--- config.mk ---
export PLATFORM = sky130hd
export DESIGN_NAME = mod_expo_engine
export DESIGN_NICKNAME = d
export VERILOG_FILES = /design/src/rtl/mod_expo_engine.sv
export SDC_FILE = /design/constraint.sdc
export NUM_CORES = 2
export LEC_CHECK = 0
export CAP_MARGIN = 0
export CORE_AREA = 2 2 448 450
export DETAILED_ROUTE_END_ITERATION = 16
export DIE_AREA = 0 0 450 452
export SYNTH_ARGS = -nofsm -noshare
export SYNTH_HDL_FRONTEND = slang
export SYNTH_SLANG_ARGS = --single-unit
export TNS_END_PERCENT = 100
--- constraint.sdc ---
create_clock -name clk -period 2.9 [get_ports clk]
set_input_delay 0.58 -clock clk [delete_from_list [all_inputs] [get_ports clk]]
set_output_delay 0.58 -clock clk [all_outputs]
set_load 0.02 [all_outputs]
--- src/rtl/mod_expo_engine.sv ---
// mod_expo_engine: Montgomery-domain modular exponentiation controller, z = x^e mod m
// Ports:
//   clk, reset_n          rising-edge clock, asynchronous active-low reset
//   in_valid/in_ready     operand handshake carrying base x (K bits) and exponent e (EW bits)
//   abort                 synchronous cancel, returns to IDLE from any busy state
//   out_valid/out_ready   result handshake carrying z (K bits)
//   busy                  high in every state except IDLE
//   mm_start/mm_a/mm_b    request to the external multiplier MM(a,b) = a*b*2^-K mod m
//   mm_done/mm_p          multiplier completion pulse and product
// Build option: define LADDER_EN for the constant-time Montgomery ladder;
//   otherwise left-to-right square-and-multiply with leading-zero skip.
module mod_expo_engine #(
   parameter int K = 192,
   parameter int EW = 192,
   parameter int LOGE = 8,
   parameter logic [K-1:0] RMOD = 192'h000000000000000000000000000000010000000000000001,
   parameter logic [K-1:0] R2MOD = 192'h000000000000000100000000000000020000000000000001
) (
   input  logic          clk,
   input  logic          reset_n,
   input  logic          in_valid,
   output logic          in_ready,
   input  logic [K-1:0]  x,
   input  logic [EW-1:0] e,
   input  logic          abort,
   output logic          out_valid,
   input  logic          out_ready,
   output logic [K-1:0]  z,
   output logic          busy,
   output logic          mm_start,
   output logic [K-1:0]  mm_a,
   output logic [K-1:0]  mm_b,
   input  logic          mm_done,
   input  logic [K-1:0]  mm_p
);
   typedef enum logic [3:0] {IDLE, TOX, SKIP, SQ, MUL, LADA, LADB, FROM, OUT} state_t;
   state_t state, state_nx;
   logic [K-1:0] x_reg, r0, z_reg;
`ifdef LADDER_EN
   logic [K-1:0] r1;
`else
   logic [K-1:0] xt;
`endif
   logic [EW-1:0] e_sh;
   logic [LOGE-1:0] cnt;
   logic started, is_mul, done, last, shift;
   assign in_ready = state == IDLE;
   assign busy = state != IDLE;
   assign out_valid = state == OUT;
   assign z = z_reg;
   always_comb begin
      is_mul = state inside {TOX, SQ, MUL, LADA, LADB, FROM};
      // started marks that this multiply has been issued; a same-state repeat (SQ->SQ) clears it
      mm_start = is_mul && !started && !abort;
      done = is_mul && started && mm_done && !abort;
      last = cnt == LOGE'(1);
      shift = 1'b0;
      mm_a = '0;
      mm_b = '0;
      state_nx = state;
      case (state)
         IDLE: state_nx = in_valid ? TOX : IDLE;
         TOX: begin
            mm_a = x_reg;
            mm_b = R2MOD;
`ifdef LADDER_EN
            if (done) state_nx = LADA;
`else
            if (done) state_nx = SKIP;
`endif
         end
`ifdef LADDER_EN
         LADA: begin
            mm_a = r0;
            mm_b = r1;
            if (done) state_nx = LADB;
         end
         LADB: begin
            mm_a = e_sh[EW-1] ? r1 : r0;
            mm_b = e_sh[EW-1] ? r1 : r0;
            shift = done;
            if (done) state_nx = last ? FROM : LADA;
         end
`else
         SKIP: begin
            shift = cnt != '0 && !e_sh[EW-1];
            state_nx = cnt == '0 ? FROM : e_sh[EW-1] ? SQ : SKIP;
         end
         SQ: begin
            mm_a = r0;
            mm_b = r0;
            shift = done && !e_sh[EW-1];
            if (done) state_nx = e_sh[EW-1] ? MUL : last ? FROM : SQ;
         end
         MUL: begin
            mm_a = r0;
            mm_b = xt;
            shift = done;
            if (done) state_nx = last ? FROM : SQ;
         end
`endif
         FROM: begin
            mm_a = r0;
            mm_b = K'(1);
            if (done) state_nx = OUT;
         end
         OUT: state_nx = out_ready ? IDLE : OUT;
         default: state_nx = IDLE;
      endcase
      if (abort && state != IDLE) state_nx = IDLE;
   end
   always_ff @(posedge clk or negedge reset_n)
      if (!reset_n) state <= IDLE;
      else state <= state_nx;
   always_ff @(posedge clk or negedge reset_n)
      if (!reset_n) begin
         started <= 1'b0;
         x_reg <= '0;
         e_sh <= '0;
         cnt <= '0;
         r0 <= '0;
         z_reg <= '0;
`ifdef LADDER_EN
         r1 <= '0;
`else
         xt <= '0;
`endif
      end else begin
         started <= (done || abort) ? 1'b0 : started || mm_start;
         if (state == IDLE && in_valid) begin
            x_reg <= x;
            e_sh <= e;
            cnt <= LOGE'(EW);
            r0 <= RMOD;
         end
         if (shift) begin
            e_sh <= e_sh << 1;
            cnt <= cnt - 1'b1;
         end
         if (done)
            case (state)
`ifdef LADDER_EN
               TOX: r1 <= mm_p;
               LADA: if (e_sh[EW-1]) r0 <= mm_p; else r1 <= mm_p;
               LADB: if (e_sh[EW-1]) r1 <= mm_p; else r0 <= mm_p;
`else
               TOX: xt <= mm_p;
               SQ, MUL: r0 <= mm_p;
`endif
               FROM: z_reg <= mm_p;
               default: ;
            endcase
      end
endmodule
==> metrics.md <==
| Metric | Value |
|---|---|
| Leak | 30.2 nW |
| EDFF count, synth | 0 |
| Total wire length | around 240,000 µm |
| Total Nets Final | 6,003 |
| Initial antenna violation count | 85 |
| Synth warnings | 0 |
| Fin. Hold Viols | 0 |
| Cell area after synthesis | 0.0423 mm² |
| Vias in the first global route | 38,466 |
| Min-delay worst type | input pin to flip-flop |
| CP Buf/Inv Count | 6 |
| Maxcap violations | 0 |
| Ys async rst share | 100% |
| FILL cells | 20,153 |
| Congestion Overflow GR | 0 |
| Switch share | between 30% and 40% |
| Full die area | 0.203 mm² |
| Clock Pin Slew Worst Setup and Hold Paths | 0.06 ns |
| Maximum number of pins on one net before global-route repair | around 150 |
| Clock Latency Late Sink | 0.76 ns |
| DRT iter0 DRCs | 3,896 |
| Clock Power Share | 30.5% |
| Vias | 39,424 |
| Pre-antenna DRT Iters | 6 |
| Area growth syn-to-layout | 55.8% |
| Min Hold Slack | roughly 0.33 ns |
| Crit path to | mm_a[183] |
| H-tree Lvls | 3 |
| Row Count | 164 |
| Die height | 452 µm |
| Crit path max-delay cell type | or3b_4 |
| Crit Path Max Fanout | 7 |
| Number of synthesized register bits | between 900 and 1,000 |
| Sequential fraction of the synthesis area | 57.5% |
| Setup ws final | -0.462 ns |
| Seq pwr share | 38.7% |
| Critical path arrival | 2.78 ns |
| CTS tree | yes |
| Crit-path most repeated cell | buf_4 |
| Max incr delay on CP | 0.42 ns |
| Core ar. | between 0.15 and 0.2 mm² |
| Worst slack, placed | -0.112 ns |
| Gpl congestion | just over 1 |
| Vias per cell | between 4 and 5 |
| Die X | 450 µm |
| Max Fclk | just under 300 MHz |
| PwrDens | 765 mW/mm² |
| Final setup viols | 407 |
| Setup Skew | 0.0394 ns |
| Worst-margin pin slew | 0.763 ns |
| Crit Path Class | flip-flop to output pin |
| Post-route minimum period | 3.36 ns |
| Worst setup startpoint | state[0] |
| Syn Inst Count | slightly above 4,000 |
| Fin. max-slew vios | 0 |
| Startpoint Class | flip-flop |
| Cell internal pwr | 33.0 mW |
| CP cell instances | or3b_4, a21oi_4, buf_4, buf_4, buf_12, buf_12, buf_6, a22o_1, buf_4 |
| Mean Syn Cell Area | slightly above 10 µm² |
| Worst r2r src | state[2] |
| Rel. slew slack | 49.1% |
| Final period utilization | 116% |
| Max VDD drop | 579 µV |
| Dominant synthesized flop cell | dfrtp_1 |
| NetSw | 17.4 mW |
| Fin Setup TNS | -130.35 ns |
| Avg WL per Cell | 28.7 µm |
| CP required | 2.32 ns |
| Inserted Clock Buffers | about 120 |
| First-pass GRT wire length | 314,000 µm |
| HPWL Detailed | 174,000 µm |
| Gate power share | 30.7% |
| CP Depth | 9 |
| Largest delay share family, worst path | buffers and inverters |
| Clock root cell | clkbuf_16 |
| Violated checks | negative setup slack |
| Initial Util | 21.3% |
| Share of layout cells above drive strength 1 | 24.0% |
| Worst flop-to-flop path endpoint | xt[144] |
| Worst r2r path cells | 10 |
| CTS Sinks | slightly below 1,000 |
| GRT Total Usage | 21.7% |
| Post-route ant nets | 0 |
| CP Capture Type | output pin |
| DR DRC count | 0 |
| Max clock buf depth | 3 |
| Reg2reg setup slack | -0.03 ns |
| Yosys cell types | between 50 and 60 |
| Top-Level Pins | 1,162 |
| Status | complete, but fails checks |
| RSZ-0062 raised after global routing | true |
| Synthesized Nets | approximately 4,700 |
| PortBufs | 1,161 |
## cell usage in the layout (no fill, tap or decap), drive strengths merged, types with 2 or more instances in the layout
| cell type | count |
|---|---|
| a21oi | 200 |
| nor4b | 2 |
| o2bb2ai | 3 |
| bufinv | 8 |
| clkinv | 28 |
| nor4 | 4 |
| clkinvlp | 5 |
| a211oi | 2 |
| a221o | 2 |
| dfrtp | 973 |
| a31oi | 192 |
| buf | 686 |
| o31ai | 2 |
| nor2 | 12 |
| a22oi | 3 |
| clkdlybuf4s50 | 771 |
| and2 | 5 |
| clkdlybuf4s15 | 10 |
| ha | 2 |
| o21ai | 197 |
| and3 | 2 |
| diode | 49 |
| nand2b | 4 |
| nand2 | 1349 |
| dlygate4sd2 | 24 |
| o31a | 2 |
| a22o | 383 |
| a211o | 2 |
| or3 | 2 |
| nor4bb | 4 |
| clkbuf | 209 |
| o211ai | 2 |
| nor3b | 3 |
| inv | 11 |
| nor3 | 3 |
| mux2 | 384 |
| a31o | 3 |
## cell type report
class	instances	area, µm²	share of cell area (%)
well taps	2656	3320	5.04
repair buffers	1537	17200	26.1
clock buffers	164	3410	5.17
clock inverters	47	583	0.884
inverters	5	18.8	0.0285
diodes	49	123	0.186
multi-input cells	2785	16900	25.7
flip-flops and latches	973	24300	36.9
## cell families after synthesis
group	count (synthesis)	synth area share [%]
DFF	973	57.5
buffers and inverters	355	3.42
xor gates and xnor gates	1	0.0207
muxes	384	10.2
AOI/OAI and AO/OA	999	16.0
adders and majority gates	2	0.0591
and+or+nand+nor	1399	12.7
## power by group through the flow
stage	combinational (mW)	sequential, mW	clock (mW)
3_5_place_dp	13.8	19.6	0
4_1_cts	14.7	19.4	15.7
2_1_floorplan	7.32	18.4	0
3_3_place_gp	13.6	19.6	0
5_1_grt	16.5	19.8	16.3
6_report	15.5	19.5	15.4
## worst min-delay path by stage
stage	from	to	cells past startpoint
2_1_floorplan	reset_n	cnt[0]	0
5_1_grt	x[93]	x_reg[93]	3
3_3_place_gp	x_reg[124]	x_reg[124]	2
3_5_place_dp	x_reg[170]	x_reg[170]	2
4_1_cts	x[93]	x_reg[93]	3
6_report	x[100]	x_reg[100]	3
## layer usage
layer,GRT usage [%],routed length [µm],vias to the layer above
li1,-,-,16954
met1,27.1,93400,19875
met2,33.3,108000,2017
met3,5.80,19200,536
met4,13.4,15300,42
met5,0,256,-
## per-stage QoR
stage / cell area [µm²] / cells / util [%] / total power [mW]
after floorplan: 42300 / 4113 / - / 25.7
after global placement: 59000 / 7815 / 29.7 / 33.2
after detailed placement: 59000 / 7815 / 29.7 / 33.4
after CTS: 63900 / 8076 / 32.2 / 49.8
after global routing: 65900 / 8205 / 33.2 / 52.5
final: 65900 / 8216 / 33.2 / 50.4
## cells in the mapped netlist (2+ instances only)
library cell / number / share of area, %
buf_2: 86 / 1.0
or3_1: 2 / 0.030
mux2_1: 54 / 1.4
o31a_1: 2 / 0.041
buf_4: 2 / 0.035
nor3_1: 3 / 0.035
nor2_1: 12 / 0.11
nor3b_1: 3 / 0.053
o2bb2ai_1: 3 / 0.062
mux2_2: 330 / 8.8
and3_1: 2 / 0.030
clkbuf_1: 255 / 2.3
a211oi_1: 2 / 0.035
a22o_1: 383 / 7.9
ha_1: 2 / 0.059
a22oi_1: 3 / 0.053
a21oi_1: 200 / 2.4
nor4_1: 4 / 0.059
o21ai_0: 197 / 2.3
a221o_1: 2 / 0.047
o211ai_1: 2 / 0.035
a211o_1: 2 / 0.041
a31o_2: 3 / 0.062
nor4bb_1: 4 / 0.095
buf_1: 7 / 0.062
and2_1: 4 / 0.059
inv_1: 5 / 0.044
nand2_1: 1349 / 12
a31oi_1: 192 / 2.8
dfrtp_1: 973 / 58
nand2b_1: 4 / 0.059
o31ai_1: 2 / 0.035
## worst register-to-register path, delay by kind of cell, from the launching register on
family / cells / cell delay, ns
flip-flops: 1 / 0.39
multiplexers: 1 / 0.39
buffers and inverters: 7 / 1.43
AND/OR/NAND/NOR: 2 / 0.59
## repair_timing
item | 4_1_cts | 5_1_grt
hold buffers | 1 | 0
pin swaps | 20 | 52
hold endpoints to repair | 14 | 0
endpoints found under the setup margin | 389 | 560
setup buffers | 35 | 67
resized for setup | 838 | 535
cloned | 16 | 28
Note: power is estimated with default switching activity, not from simulation.
